$ cat src/rtl/otter_dmem_arbiter_pkg.sv
// ---------------------------------------------------------------------------------------------
// otter_dmem_arbiter_pkg
//   Shared types for the OTTER data-port arbiter: the 4-bit access command layout, the access
//   size encoding, the arbitration state encoding and the master identifier.
//   No ports (package).
// ---------------------------------------------------------------------------------------------
package otter_dmem_arbiter_pkg;

    // Access size as seen by the memory's data port.
    typedef enum logic [1:0] {
        SizeByte = 2'd0,
        SizeHalf = 2'd1,
        SizeWord = 2'd2
    } mem_size_e;

    // Command word carried on M0_CMD / M1_CMD: {WE, SIGN, SIZE[1:0]}.
    typedef struct packed {
        logic      we;
        logic      sign;
        mem_size_e size;
    } cmd_t;

    typedef enum logic [1:0] {
        IdleRr   = 2'd0,
        M1Locked = 2'd1,
        ForceM0  = 2'd2
    } arb_state_e;

    typedef enum logic {
        OwnerM0 = 1'b0,
        OwnerM1 = 1'b1
    } owner_e;

    // A granted command expects read data back only when it is not a store.
    function automatic logic cmd_is_read(input cmd_t cmd);
        return ~cmd.we;
    endfunction

endpackage

$ cat src/rtl/otter_dmem_arbiter_if.sv
// ---------------------------------------------------------------------------------------------
// otter_dmem_arbiter_if
//   Bundles both master request channels, their grant/read-return signals and the memory's
//   port-2 signals.
//   modport slave  : arbiter view (takes requests and MEM_DOUT2, drives grants and MEM_*)
//   modport master : surrounding view (masters + memory)
//   M0_*/M1_*  : REQ, CMD {WE,SIGN,SIZE}, ADDR, WDATA in; GNT, RVALID, RDATA out (M1 adds LOCK)
//   MEM_*      : ADDR2, DIN2, WRITE2, READ2, SIZE, SIGN out; DOUT2 in (one cycle after READ2)
// ---------------------------------------------------------------------------------------------
interface otter_dmem_arbiter_if;

    logic        M0_REQ;
    logic [3:0]  M0_CMD;
    logic [31:0] M0_ADDR;
    logic [31:0] M0_WDATA;
    logic        M0_GNT;
    logic        M0_RVALID;
    logic [31:0] M0_RDATA;

    logic        M1_REQ;
    logic        M1_LOCK;
    logic [3:0]  M1_CMD;
    logic [31:0] M1_ADDR;
    logic [31:0] M1_WDATA;
    logic        M1_GNT;
    logic        M1_RVALID;
    logic [31:0] M1_RDATA;

    logic [31:0] MEM_ADDR2;
    logic [31:0] MEM_DIN2;
    logic        MEM_WRITE2;
    logic        MEM_READ2;
    logic [1:0]  MEM_SIZE;
    logic        MEM_SIGN;
    logic [31:0] MEM_DOUT2;

    modport slave (
        input  M0_REQ, M0_CMD, M0_ADDR, M0_WDATA,
        input  M1_REQ, M1_LOCK, M1_CMD, M1_ADDR, M1_WDATA,
        input  MEM_DOUT2,
        output M0_GNT, M0_RVALID, M0_RDATA,
        output M1_GNT, M1_RVALID, M1_RDATA,
        output MEM_ADDR2, MEM_DIN2, MEM_WRITE2, MEM_READ2, MEM_SIZE, MEM_SIGN
    );

    modport master (
        output M0_REQ, M0_CMD, M0_ADDR, M0_WDATA,
        output M1_REQ, M1_LOCK, M1_CMD, M1_ADDR, M1_WDATA,
        output MEM_DOUT2,
        input  M0_GNT, M0_RVALID, M0_RDATA,
        input  M1_GNT, M1_RVALID, M1_RDATA,
        input  MEM_ADDR2, MEM_DIN2, MEM_WRITE2, MEM_READ2, MEM_SIZE, MEM_SIGN
    );

endinterface

$ cat src/rtl/otter_dmem_arbiter.sv
// ---------------------------------------------------------------------------------------------
// otter_dmem_arbiter
//   Shares OTTER memory data port 2 between M0 (CPU load/store) and M1 (DMA/programmer).
//   One grant per cycle at most; the granted command is forwarded to MEM_* in the same cycle,
//   and read data returns to the owner one cycle later with an RVALID strobe.
//   Arbitration: round-robin when idle; M1 may hold strict priority with M1_LOCK, bounded by
//   MAX_LOCK consecutive M1 grants, after which one M0 grant is forced.
//   Ports:
//     CLK  : clock, all state on posedge
//     RST  : synchronous active-high reset; also masks every output while asserted
//     bus  : otter_dmem_arbiter_if.slave (master channels + memory port 2)
//   Addresses are not decoded; the IO region is forwarded like any other address.
// ---------------------------------------------------------------------------------------------
module otter_dmem_arbiter
    import otter_dmem_arbiter_pkg::*;
#(
    parameter int unsigned MAX_LOCK = 8
) (
    input logic                 CLK,
    input logic                 RST,
    otter_dmem_arbiter_if.slave bus
);

    localparam int unsigned     CntW    = $clog2(MAX_LOCK + 1);
    localparam logic [CntW-1:0] LockMax = CntW'(MAX_LOCK);

    arb_state_e      state_q;
    owner_e          last_winner_q;
    logic [CntW-1:0] lock_cnt_q;
    logic [CntW-1:0] cnt_after;
    logic            rd_pend_q;
    owner_e          rd_owner_q;

    logic            gnt0;
    logic            gnt1;
    logic            any_gnt;
    cmd_t            m0_cmd;
    cmd_t            m1_cmd;
    cmd_t            sel_cmd;
    logic            rvalid;
    logic            rvalid0;
    logic            rvalid1;

    assign m0_cmd = cmd_t'(bus.M0_CMD);
    assign m1_cmd = cmd_t'(bus.M1_CMD);

    // ---------------------------------------------------------------------------------------
    // Grant decision (combinational from requests and registered state)
    // ---------------------------------------------------------------------------------------
    always_comb begin
        gnt0 = 1'b0;
        gnt1 = 1'b0;
        if (!RST) begin
            unique case (state_q)
                IdleRr: begin
                    if (bus.M0_REQ && bus.M1_REQ) begin
                        // Tie goes to whoever did not win last.
                        if (last_winner_q == OwnerM1) gnt0 = 1'b1;
                        else                          gnt1 = 1'b1;
                    end else begin
                        gnt0 = bus.M0_REQ;
                        gnt1 = bus.M1_REQ;
                    end
                end
                M1Locked: begin
                    gnt1 = bus.M1_REQ;
                    gnt0 = bus.M0_REQ & ~bus.M1_REQ;
                end
                ForceM0: begin
                    gnt0 = bus.M0_REQ;
                end
                default: begin
                    gnt0 = 1'b0;
                    gnt1 = 1'b0;
                end
            endcase
        end
    end

    assign any_gnt = gnt0 | gnt1;

    // Lock counter value after this cycle's grant; saturates instead of wrapping.
    assign cnt_after = (gnt1 && (lock_cnt_q != LockMax)) ? lock_cnt_q + CntW'(1) : lock_cnt_q;

    // ---------------------------------------------------------------------------------------
    // Command forwarding to memory port 2
    // ---------------------------------------------------------------------------------------
    always_comb begin
        sel_cmd        = '0;
        bus.MEM_ADDR2  = '0;
        bus.MEM_DIN2   = '0;
        if (gnt0) begin
            sel_cmd       = m0_cmd;
            bus.MEM_ADDR2 = bus.M0_ADDR;
            bus.MEM_DIN2  = bus.M0_WDATA;
        end else if (gnt1) begin
            sel_cmd       = m1_cmd;
            bus.MEM_ADDR2 = bus.M1_ADDR;
            bus.MEM_DIN2  = bus.M1_WDATA;
        end
    end

    assign bus.MEM_READ2  = any_gnt & cmd_is_read(sel_cmd);
    assign bus.MEM_WRITE2 = any_gnt & sel_cmd.we;
    assign bus.MEM_SIZE   = sel_cmd.size;
    assign bus.MEM_SIGN   = sel_cmd.sign;
    assign bus.M0_GNT     = gnt0;
    assign bus.M1_GNT     = gnt1;

    // ---------------------------------------------------------------------------------------
    // FSM, round-robin history, lock counter and read-return pipe
    // ---------------------------------------------------------------------------------------
    always_ff @(posedge CLK) begin
        if (RST) begin
            state_q       <= IdleRr;
            last_winner_q <= OwnerM1;
            lock_cnt_q    <= '0;
            rd_pend_q     <= 1'b0;
            rd_owner_q    <= OwnerM0;
        end else begin
            if (gnt0)      last_winner_q <= OwnerM0;
            else if (gnt1) last_winner_q <= OwnerM1;

            rd_pend_q  <= any_gnt & cmd_is_read(sel_cmd);
            rd_owner_q <= gnt1 ? OwnerM1 : OwnerM0;

            unique case (state_q)
                IdleRr: begin
                    if (gnt1 && bus.M1_LOCK) begin
                        lock_cnt_q <= cnt_after;
                        // With MAX_LOCK == 1 the entering grant already exhausts the budget.
                        if ((cnt_after == LockMax) && bus.M0_REQ) state_q <= ForceM0;
                        else                                      state_q <= M1Locked;
                    end
                end
                M1Locked: begin
                    if (!bus.M1_LOCK) begin
                        state_q    <= IdleRr;
                        lock_cnt_q <= '0;
                    end else begin
                        lock_cnt_q <= cnt_after;
                        if ((cnt_after == LockMax) && bus.M0_REQ) state_q <= ForceM0;
                    end
                end
                ForceM0: begin
                    // One cycle here whether or not M0 still wanted the slot.
                    lock_cnt_q <= '0;
                    state_q    <= bus.M1_LOCK ? M1Locked : IdleRr;
                end
                default: begin
                    state_q    <= IdleRr;
                    lock_cnt_q <= '0;
                end
            endcase
        end
    end

    // ---------------------------------------------------------------------------------------
    // Read return; masked by RST so a read in flight at reset never reports valid.
    // ---------------------------------------------------------------------------------------
    assign rvalid  = rd_pend_q & ~RST;
    assign rvalid0 = rvalid & (rd_owner_q == OwnerM0);
    assign rvalid1 = rvalid & (rd_owner_q == OwnerM1);

    assign bus.M0_RVALID = rvalid0;
    assign bus.M1_RVALID = rvalid1;
    assign bus.M0_RDATA  = rvalid0 ? bus.MEM_DOUT2 : '0;
    assign bus.M1_RDATA  = rvalid1 ? bus.MEM_DOUT2 : '0;

endmodule

$ cat src/flat_wrapper.sv
// flat-port wrapper written by rule: the top's interface ports become plain ports
module otter_dmem_arbiter_flat import otter_dmem_arbiter_pkg::*;
#(
    parameter int unsigned MAX_LOCK = 8
)
  (CLK, RST, bus_M0_REQ, bus_M0_CMD, bus_M0_ADDR, bus_M0_WDATA, bus_M1_REQ, bus_M1_LOCK, bus_M1_CMD, bus_M1_ADDR, bus_M1_WDATA, bus_MEM_DOUT2, bus_M0_GNT, bus_M0_RVALID, bus_M0_RDATA, bus_M1_GNT, bus_M1_RVALID, bus_M1_RDATA, bus_MEM_ADDR2, bus_MEM_DIN2, bus_MEM_WRITE2, bus_MEM_READ2, bus_MEM_SIZE, bus_MEM_SIGN);
  otter_dmem_arbiter_if bus_i ();
  input logic CLK;
  input logic RST;
  input wire logic [$bits(bus_i.M0_REQ)-1:0] bus_M0_REQ;
  input wire logic [$bits(bus_i.M0_CMD)-1:0] bus_M0_CMD;
  input wire logic [$bits(bus_i.M0_ADDR)-1:0] bus_M0_ADDR;
  input wire logic [$bits(bus_i.M0_WDATA)-1:0] bus_M0_WDATA;
  input wire logic [$bits(bus_i.M1_REQ)-1:0] bus_M1_REQ;
  input wire logic [$bits(bus_i.M1_LOCK)-1:0] bus_M1_LOCK;
  input wire logic [$bits(bus_i.M1_CMD)-1:0] bus_M1_CMD;
  input wire logic [$bits(bus_i.M1_ADDR)-1:0] bus_M1_ADDR;
  input wire logic [$bits(bus_i.M1_WDATA)-1:0] bus_M1_WDATA;
  input wire logic [$bits(bus_i.MEM_DOUT2)-1:0] bus_MEM_DOUT2;
  output wire logic [$bits(bus_i.M0_GNT)-1:0] bus_M0_GNT;
  output wire logic [$bits(bus_i.M0_RVALID)-1:0] bus_M0_RVALID;
  output wire logic [$bits(bus_i.M0_RDATA)-1:0] bus_M0_RDATA;
  output wire logic [$bits(bus_i.M1_GNT)-1:0] bus_M1_GNT;
  output wire logic [$bits(bus_i.M1_RVALID)-1:0] bus_M1_RVALID;
  output wire logic [$bits(bus_i.M1_RDATA)-1:0] bus_M1_RDATA;
  output wire logic [$bits(bus_i.MEM_ADDR2)-1:0] bus_MEM_ADDR2;
  output wire logic [$bits(bus_i.MEM_DIN2)-1:0] bus_MEM_DIN2;
  output wire logic [$bits(bus_i.MEM_WRITE2)-1:0] bus_MEM_WRITE2;
  output wire logic [$bits(bus_i.MEM_READ2)-1:0] bus_MEM_READ2;
  output wire logic [$bits(bus_i.MEM_SIZE)-1:0] bus_MEM_SIZE;
  output wire logic [$bits(bus_i.MEM_SIGN)-1:0] bus_MEM_SIGN;
  assign bus_i.M0_REQ = bus_M0_REQ;
  assign bus_i.M0_CMD = bus_M0_CMD;
  assign bus_i.M0_ADDR = bus_M0_ADDR;
  assign bus_i.M0_WDATA = bus_M0_WDATA;
  assign bus_i.M1_REQ = bus_M1_REQ;
  assign bus_i.M1_LOCK = bus_M1_LOCK;
  assign bus_i.M1_CMD = bus_M1_CMD;
  assign bus_i.M1_ADDR = bus_M1_ADDR;
  assign bus_i.M1_WDATA = bus_M1_WDATA;
  assign bus_i.MEM_DOUT2 = bus_MEM_DOUT2;
  assign bus_M0_GNT = bus_i.M0_GNT;
  assign bus_M0_RVALID = bus_i.M0_RVALID;
  assign bus_M0_RDATA = bus_i.M0_RDATA;
  assign bus_M1_GNT = bus_i.M1_GNT;
  assign bus_M1_RVALID = bus_i.M1_RVALID;
  assign bus_M1_RDATA = bus_i.M1_RDATA;
  assign bus_MEM_ADDR2 = bus_i.MEM_ADDR2;
  assign bus_MEM_DIN2 = bus_i.MEM_DIN2;
  assign bus_MEM_WRITE2 = bus_i.MEM_WRITE2;
  assign bus_MEM_READ2 = bus_i.MEM_READ2;
  assign bus_MEM_SIZE = bus_i.MEM_SIZE;
  assign bus_MEM_SIGN = bus_i.MEM_SIGN;
  otter_dmem_arbiter #(.MAX_LOCK(MAX_LOCK)) u_core (.CLK(CLK), .RST(RST), .bus(bus_i));
endmodule
$ cat config.mk
export PLATFORM = sky130hd
export DESIGN_NAME = otter_dmem_arbiter_flat
export DESIGN_NICKNAME = d
export VERILOG_FILES = /design/src/rtl/otter_dmem_arbiter_pkg.sv /design/src/rtl/otter_dmem_arbiter_if.sv /design/src/rtl/otter_dmem_arbiter.sv /design/src/flat_wrapper.sv
export SDC_FILE = /design/constraint.sdc
export NUM_CORES = 1
export LEC_CHECK = 0
export ABC_CLOCK_PERIOD_IN_PS = 1800
export BUFFER_PORTS_ARGS = -buffer_cell sky130_fd_sc_hd__clkbuf_2
export CELL_PAD_IN_SITES_DETAIL_PLACEMENT = 1
export CELL_PAD_IN_SITES_GLOBAL_PLACEMENT = 1
export CORE_AREA = 4 4 118 120
export CTS_BUF_LIST = sky130_fd_sc_hd__clkbuf_4
export DETAILED_ROUTE_END_ITERATION = 6
export DIE_AREA = 0 0 122 124
export MAX_ROUTING_LAYER = met4
export PLACE_DENSITY = 0.85
export SKIP_CTS_REPAIR_TIMING = 1
export SYNTH_ARGS = -nofsm -noshare
export SYNTH_HDL_FRONTEND = slang
export SYNTH_SLANG_ARGS = --single-unit
$ cat constraint.sdc
create_clock -name CLK -period 1.8 [get_ports CLK]
set_input_delay 0.09 -clock CLK [delete_from_list [all_inputs] [get_ports CLK]]
set_output_delay 0.09 -clock CLK [all_outputs]
set_load 0.01 [all_outputs]
==> impl_metrics.env, run 1 <==
export IMPL_status="finished, violations left"
export IMPL_violations="negative setup slack"
export IMPL_grt_usage=0.160
export IMPL_pre_cts_ws_ps=94.6
export IMPL_die_area_mm2=0.0151
export IMPL_min_period_ps=1900
export IMPL_synth_edff_count=0
export IMPL_timing_rr_start="u_core.state_q[1]"
export IMPL_yosysTopAreaCellShare=0.354
export IMPL_synth_top_area_cell="a22o_1"
export IMPL_vdd_drop_max_uv=110
export IMPL_remaining_drc_errors=0
export IMPL_area_growth_pct=127
export IMPL_max_cap_violations=0
export IMPL_portBuffers=309
export IMPL_crit_path_max_fanout=9
export IMPL_finalSetupTns_ps=-3920
export IMPL_whs_ps=131
export IMPL_drt_iter0_drc=153
export IMPL_first_pass_iters=4
export IMPL_yosysWarnings=0
export IMPL_muxShareOfSynthArea=0
export IMPL_worstHoldPathCells=2
export IMPL_synthTopCellsByCount="a22o_1 (68), and2_1 (65), clkbuf_1 (15), dfxtp_1 (9), buf_2 (8)"
export IMPL_cts_tree="yes"
export IMPL_rr_endpoint="u_core.state_q[1]"
export IMPL_required_ps=1710
export IMPL_rows=42
export IMPL_ant_nets=0
export IMPL_grt_pass1_wl_um=17800
export IMPL_drive_above_1_share=0.665
export IMPL_setup_viol=70
export IMPL_nNetsFinal=707
export IMPL_p_per_area_mw_per_mm2=327
export IMPL_synth_compound_area_frac=0.459
export IMPL_cts_sinks=9
export IMPL_syn_area_mm2=0.00168
export IMPL_antenna_found_initial=1
export IMPL_worst_slew_pin_slew_ps=323
export IMPL_critPathCaptureType="primary output"
export IMPL_synth_nets=393
export IMPL_crit_path_start_kind="flop"
export IMPL_n_fill_cell=1645
export IMPL_place_gp_congestion=0.955
export IMPL_fin_ws_ps=-96.4
export IMPL_core_area_mm2=0.0130
export IMPL_initial_core_util=0.130
export IMPL_clockRootBuffer="clkbuf_4"
export IMPL_grt_pass1_vias=3106
export IMPL_hpwl_um=11500
export IMPL_cts_buffers=3
export IMPL_via_per_inst=4.42
export IMPL_hp_start="bus_M0_REQ"
export IMPL_synthAdderAreaFrac=0.0149
export IMPL_vias=3129
export IMPL_max_slew_margin_rel=0.785
export IMPL_hold_end="u_core.rd_owner_q"
export IMPL_synth_top_family_by_area="compound AO/OA/AOI/OAI gates"
export IMPL_ys_ff_latch=9
export IMPL_synth_xor_area_frac=0.00520
export IMPL_p_leak_uw=0.00223
export IMPL_die_h_um=124
export IMPL_synth_ff_type="dfxtp_1"
export IMPL_fp_dieW_um=122
export IMPL_wire_per_inst_um=19.1
export IMPL_clk_pin_slew_worst_paths_ps=70
export IMPL_yosysMostFrequentCell="a22o_1"
export IMPL_rr_worst_depth=7
export IMPL_clk_latency_ps=280
export IMPL_ys_types=32
export IMPL_critPathArrivalTime_ps=1810
export IMPL_cts_max_level=1
export IMPL_reg2reg_slack_ps=-50
export IMPL_hold_viol_final=0
export IMPL_wl_um=13500
export IMPL_synth_area_leaders="a22o_1 (35%), and2_1 (24%), dfxtp_1 (11%)"
export IMPL_fin_crit_sh=1.05
export IMPL_grt_max_degree=37
export IMPL_syn_inst=218
export IMPL_critical_path_class="flop to primary output"
export IMPL_gr_total_overflow=0
export IMPL_fin_skew_ps=2.16
export IMPL_avgSynthCellArea_um2=7.72
export IMPL_hp_class="input port to flop"
export IMPL_report_final_slew_viol_count=0
export IMPL_async_reset_ff_frac=0
export IMPL_ios=310
export IMPL_fmax_mhz=527
export IMPL_clk_path_buf_depth=2
export IMPL_synth_simple_area_share=0.329
export IMPL_rsz0062_at_grt="true"
export IMPL_synth_yosys_seq_area_share=0.107
-- layout make-up --
class / instances / area [µm²] / area share
Clock buffer: 4 / 30.0 / 0.00785
Sequential cell: 9 / 185 / 0.0484
Timing Repair Buffer: 334 / 1970 / 0.515
Tap cell: 176 / 220 / 0.0576
Inverter: 6 / 22.5 / 0.00589
Multi-Input combinational cell: 178 / 1390 / 0.365
Antenna cell: 1 / 2.50 / 0.000654
-- how the worst max path moves through the flow --
stage | start | endpoint | slack (ps)
after floorplan | u_core.state_q[1] | bus_MEM_ADDR2[0] | 300
after global placement | u_core.state_q[1] | bus_MEM_SIGN | 120
after detailed placement | u_core.state_q[1] | bus_MEM_SIGN | 90
after CTS | u_core.state_q[1] | bus_MEM_SIGN | -230
after global routing | u_core.state_q[1] | bus_MEM_READ2 | -160
final | u_core.state_q[1] | bus_MEM_DIN2[20] | -100
-- stage by stage --
step / cells / cell area [µm²] / total power (µW) / utilization
2_1_floorplan: 218 / 1680 / 536 / -
3_3_place_gp: 689 / 3480 / 977 / 0.268
3_5_place_dp: 689 / 3480 / 986 / 0.268
4_1_cts: 693 / 3510 / 1180 / 0.271
5_1_grt: 708 / 3820 / 1330 / 0.295
6_report: 708 / 3820 / 1250 / 0.295
-- cell usage in the layout (no fill, tap or decap), drive strengths merged, types with 2 or more instances in the layout --
master	n
nand4	3
nand3b	2
clkbuf	264
dfxtp	9
and3	2
buf	74
a22o	68
ha	2
a311oi	4
nand3	3
and2	65
nor2	7
a21oi	4
inv	6
a211o	2
a31o	3
a41oi	2
-- critical path, stage by stage (launching register included) --
cell and delay (ps):
dfxtp_4 360, nand2b_4 150, a311oi_4 340, buf_12 200
clkbuf_16 160, a22o_1 160, buf_2 150
-- where the power goes --
part	switching, µW	internal [µW]
Combinational	410	441
Clock	86.4	101
Sequential	7.31	206
-- layer usage --
| metal | track usage | part of all wire | vias up |
|---|---|---|---|
| met1 | 0.187 | 0.38 | 1442 |
| met3 | 0.0372 | 0.10 | 16 |
| met4 | 0.0420 | 0.018 | 0 |
| met2 | 0.278 | 0.50 | 217 |
| li1 | - | - | 1454 |
| met5 | - | 0 | - |
-- registers in the layout (all words and copies together), names as in the netlist --
| register | cells |
|---|---|
| u_core.state_q | 2 |
| u_core.lock_cnt_q | 4 |
| u_core.last_winner_q | 1 |
| u_core.rd_owner_q | 1 |
| u_core.rd_pend_q | 1 |
-- kinds of logic (layout without fill, tap and decap cells) --
family                     after synthesis  after routing
adders and majority gates                2              2
xor gates and xnor gates                 1              1
other                                    0              1
DFF                                      9              9
buffers and inverters                   31            344
and+or+nand+nor                         88             88
AOI/OAI and AO/OA                       87             87
Power figures use the tool's default switching activity.
==> run 2: changes to the inputs <==
- CELL_PAD_IN_SITES_DETAIL_PLACEMENT: 1 -> not set
- CELL_PAD_IN_SITES_GLOBAL_PLACEMENT: 1 -> not set
- PLACE_DENSITY: 0.85 -> 0.58
- SLEW_MARGIN: not set -> 20
==> run 2 against run 1 <==
  * Largest power group unchanged
  * Power decreased by 6.2%
  * The run still ends with negative setup slack left
  * Non-clock buffer count decreased by 2
  * Via count decreased by 5.6%
  * Combinational power decreased by 8.7%
==> impl_metrics.env, run 2 (same netlist as run 1, synthesis figures left out) <==
export IMPL_reg_top3="u_core.lock_cnt_q: 4 flops, u_core.state_q: 2 flops"
export IMPL_p_leak_uw=0.00219
export IMPL_first_pass_iters=4
export IMPL_initial_core_util=0.130
export IMPL_ant_nets=0
export IMPL_hp_class="input port to flop"
export IMPL_finalSetupTns_ps=-3470
export IMPL_wl_um=10700
export IMPL_setup_viol=65
export IMPL_required_ps=1710
export IMPL_critPathCaptureType="primary output"
export IMPL_cts_tree="yes"
export IMPL_drive_above_1_share=0.664
export IMPL_fmax_mhz=518
export IMPL_cts_max_level=1
export IMPL_max_cap_violations=0
export IMPL_antenna_found_initial=1
export IMPL_grt_max_degree=73
export IMPL_pre_cts_ws_ps=69.8
export IMPL_nNetsFinal=705
export IMPL_hpwl_um=8420
export IMPL_ios=310
export IMPL_grt_pass1_wl_um=13200
export IMPL_critPathTopFamily="buffers and inverters"
export IMPL_clk_pin_slew_worst_paths_ps=70
export IMPL_cts_buffers=3
export IMPL_crit_buf_inv=3
export IMPL_power_uw=1170
export IMPL_gr_total_overflow=0
export IMPL_max_slew_margin_rel=0.794
export IMPL_area_growth_pct=120
export IMPL_hold_viol_final=0
export IMPL_fin_crit_sh=1.07
export IMPL_crit_path_max_fanout=36
export IMPL_crit_path_start_kind="flop"
export IMPL_rsz0062_at_grt="true"
export IMPL_cts_sinks=9
export IMPL_reg2reg_slack_ps=-30
export IMPL_vias=2954
export IMPL_min_period_ps=1930
export IMPL_final_cell_mix="clkbuf_2 (272), a22o_1 (67), and2_1 (65)"
export IMPL_violations="negative setup slack"
export IMPL_via_per_inst=4.18
export IMPL_fin_ws_ps=-132
export IMPL_crit_path_max_incr_delay_ps=360
export IMPL_report_final_slew_viol_count=0
export IMPL_remaining_drc_errors=0
export IMPL_vdd_drop_max_uv=117
export IMPL_drt_iter0_drc=94
export IMPL_clockRootBuffer="clkbuf_4"
export IMPL_fp_dieW_um=122
export IMPL_critPathArrivalTime_ps=1840
export IMPL_final_common_cell="clkbuf_2"
export IMPL_top_register="u_core.lock_cnt_q"
export IMPL_die_area_mm2=0.0151
export IMPL_core_area_mm2=0.0130
export IMPL_fin_skew_ps=0.364
export IMPL_portBuffers=309
export IMPL_clk_latency_ps=270
export IMPL_p_per_area_mw_per_mm2=317
export IMPL_crit_chain="nand2b_4 -> a311oi_4 -> buf_4 -> clkbuf_16 -> a22o_1 -> buf_2"
export IMPL_status="finished, violations left"
export IMPL_grt_usage=0.111
export IMPL_die_h_um=124
export IMPL_critical_path_class="flop to primary output"
export IMPL_largest_register_ffs=4
export IMPL_place_gp_congestion=0.831
export IMPL_rows=42
export IMPL_grt_pass1_vias=2641
export IMPL_clk_path_buf_depth=2
export IMPL_wire_per_inst_um=15.1
export IMPL_crit_slowest_cell="dfxtp_4"
export IMPL_worst_slew_pin_slew_ps=307
run 2: metrics by stage:
stage               cell area, µm²  instances   util  hold WS (ps)
global route                  3710        706  0.286           136
finish                        3710        706  0.286           140
floorplan                     1680        218      -           207
detailed placement            3460        690  0.267           403
CTS                           3490        694  0.269           110
global placement              3460        690  0.267           400
run 2: cell type report:
| class | count | area (µm²) |
|---|---|---|
| diodes | 1 | 2.50 |
| clock buffers | 4 | 30.0 |
| fillers | 1436 | 9270 |
| inverters | 6 | 22.5 |
| multi-input cells | 178 | 1410 |
| flip-flops and latches | 9 | 185 |
| well taps | 176 | 220 |
| repair buffers | 332 | 1840 |
run 2: worst reg2reg max path, cell delays in order, from the launching register on:
cell       delay [ps]
dfxtp_4           360
nand2b_4          150
a311oi_4          280
buf_4             180
buf_6             110
buf_4             110
nand4bb_1         110
a22oi_2           230
buf_4             140
o41ai_2            50
run 2: final timing paths:
| kind | start | end | cells after the start |
|---|---|---|---|
| worst max-delay path | u_core.state_q[1] | bus_MEM_DIN2[11] | 6 |
| worst min-delay path | RST | u_core.lock_cnt_q[3] | 2 |
| worst max register to register | u_core.state_q[1] | u_core.state_q[0] | 9 |
| worst min register to register | u_core.lock_cnt_q[1] | u_core.lock_cnt_q[1] | 2 |
run 2: power by group:
part	internal, µW	switching (µW)	leakage, µW	total [µW]
clock	101	83.8	0.0000184	185
sequential	205	6.40	0.0000740	212
combinational	406	372	0.00210	777
run 2: layer usage:
| metal | wire (µm) | track usage |
|---|---|---|
| met5 | 0 | - |
| met3 | 589 | 0.00545 |
| met4 | 191 | 0.0378 |
| met1 | 4330 | 0.137 |
| met2 | 5580 | 0.194 |
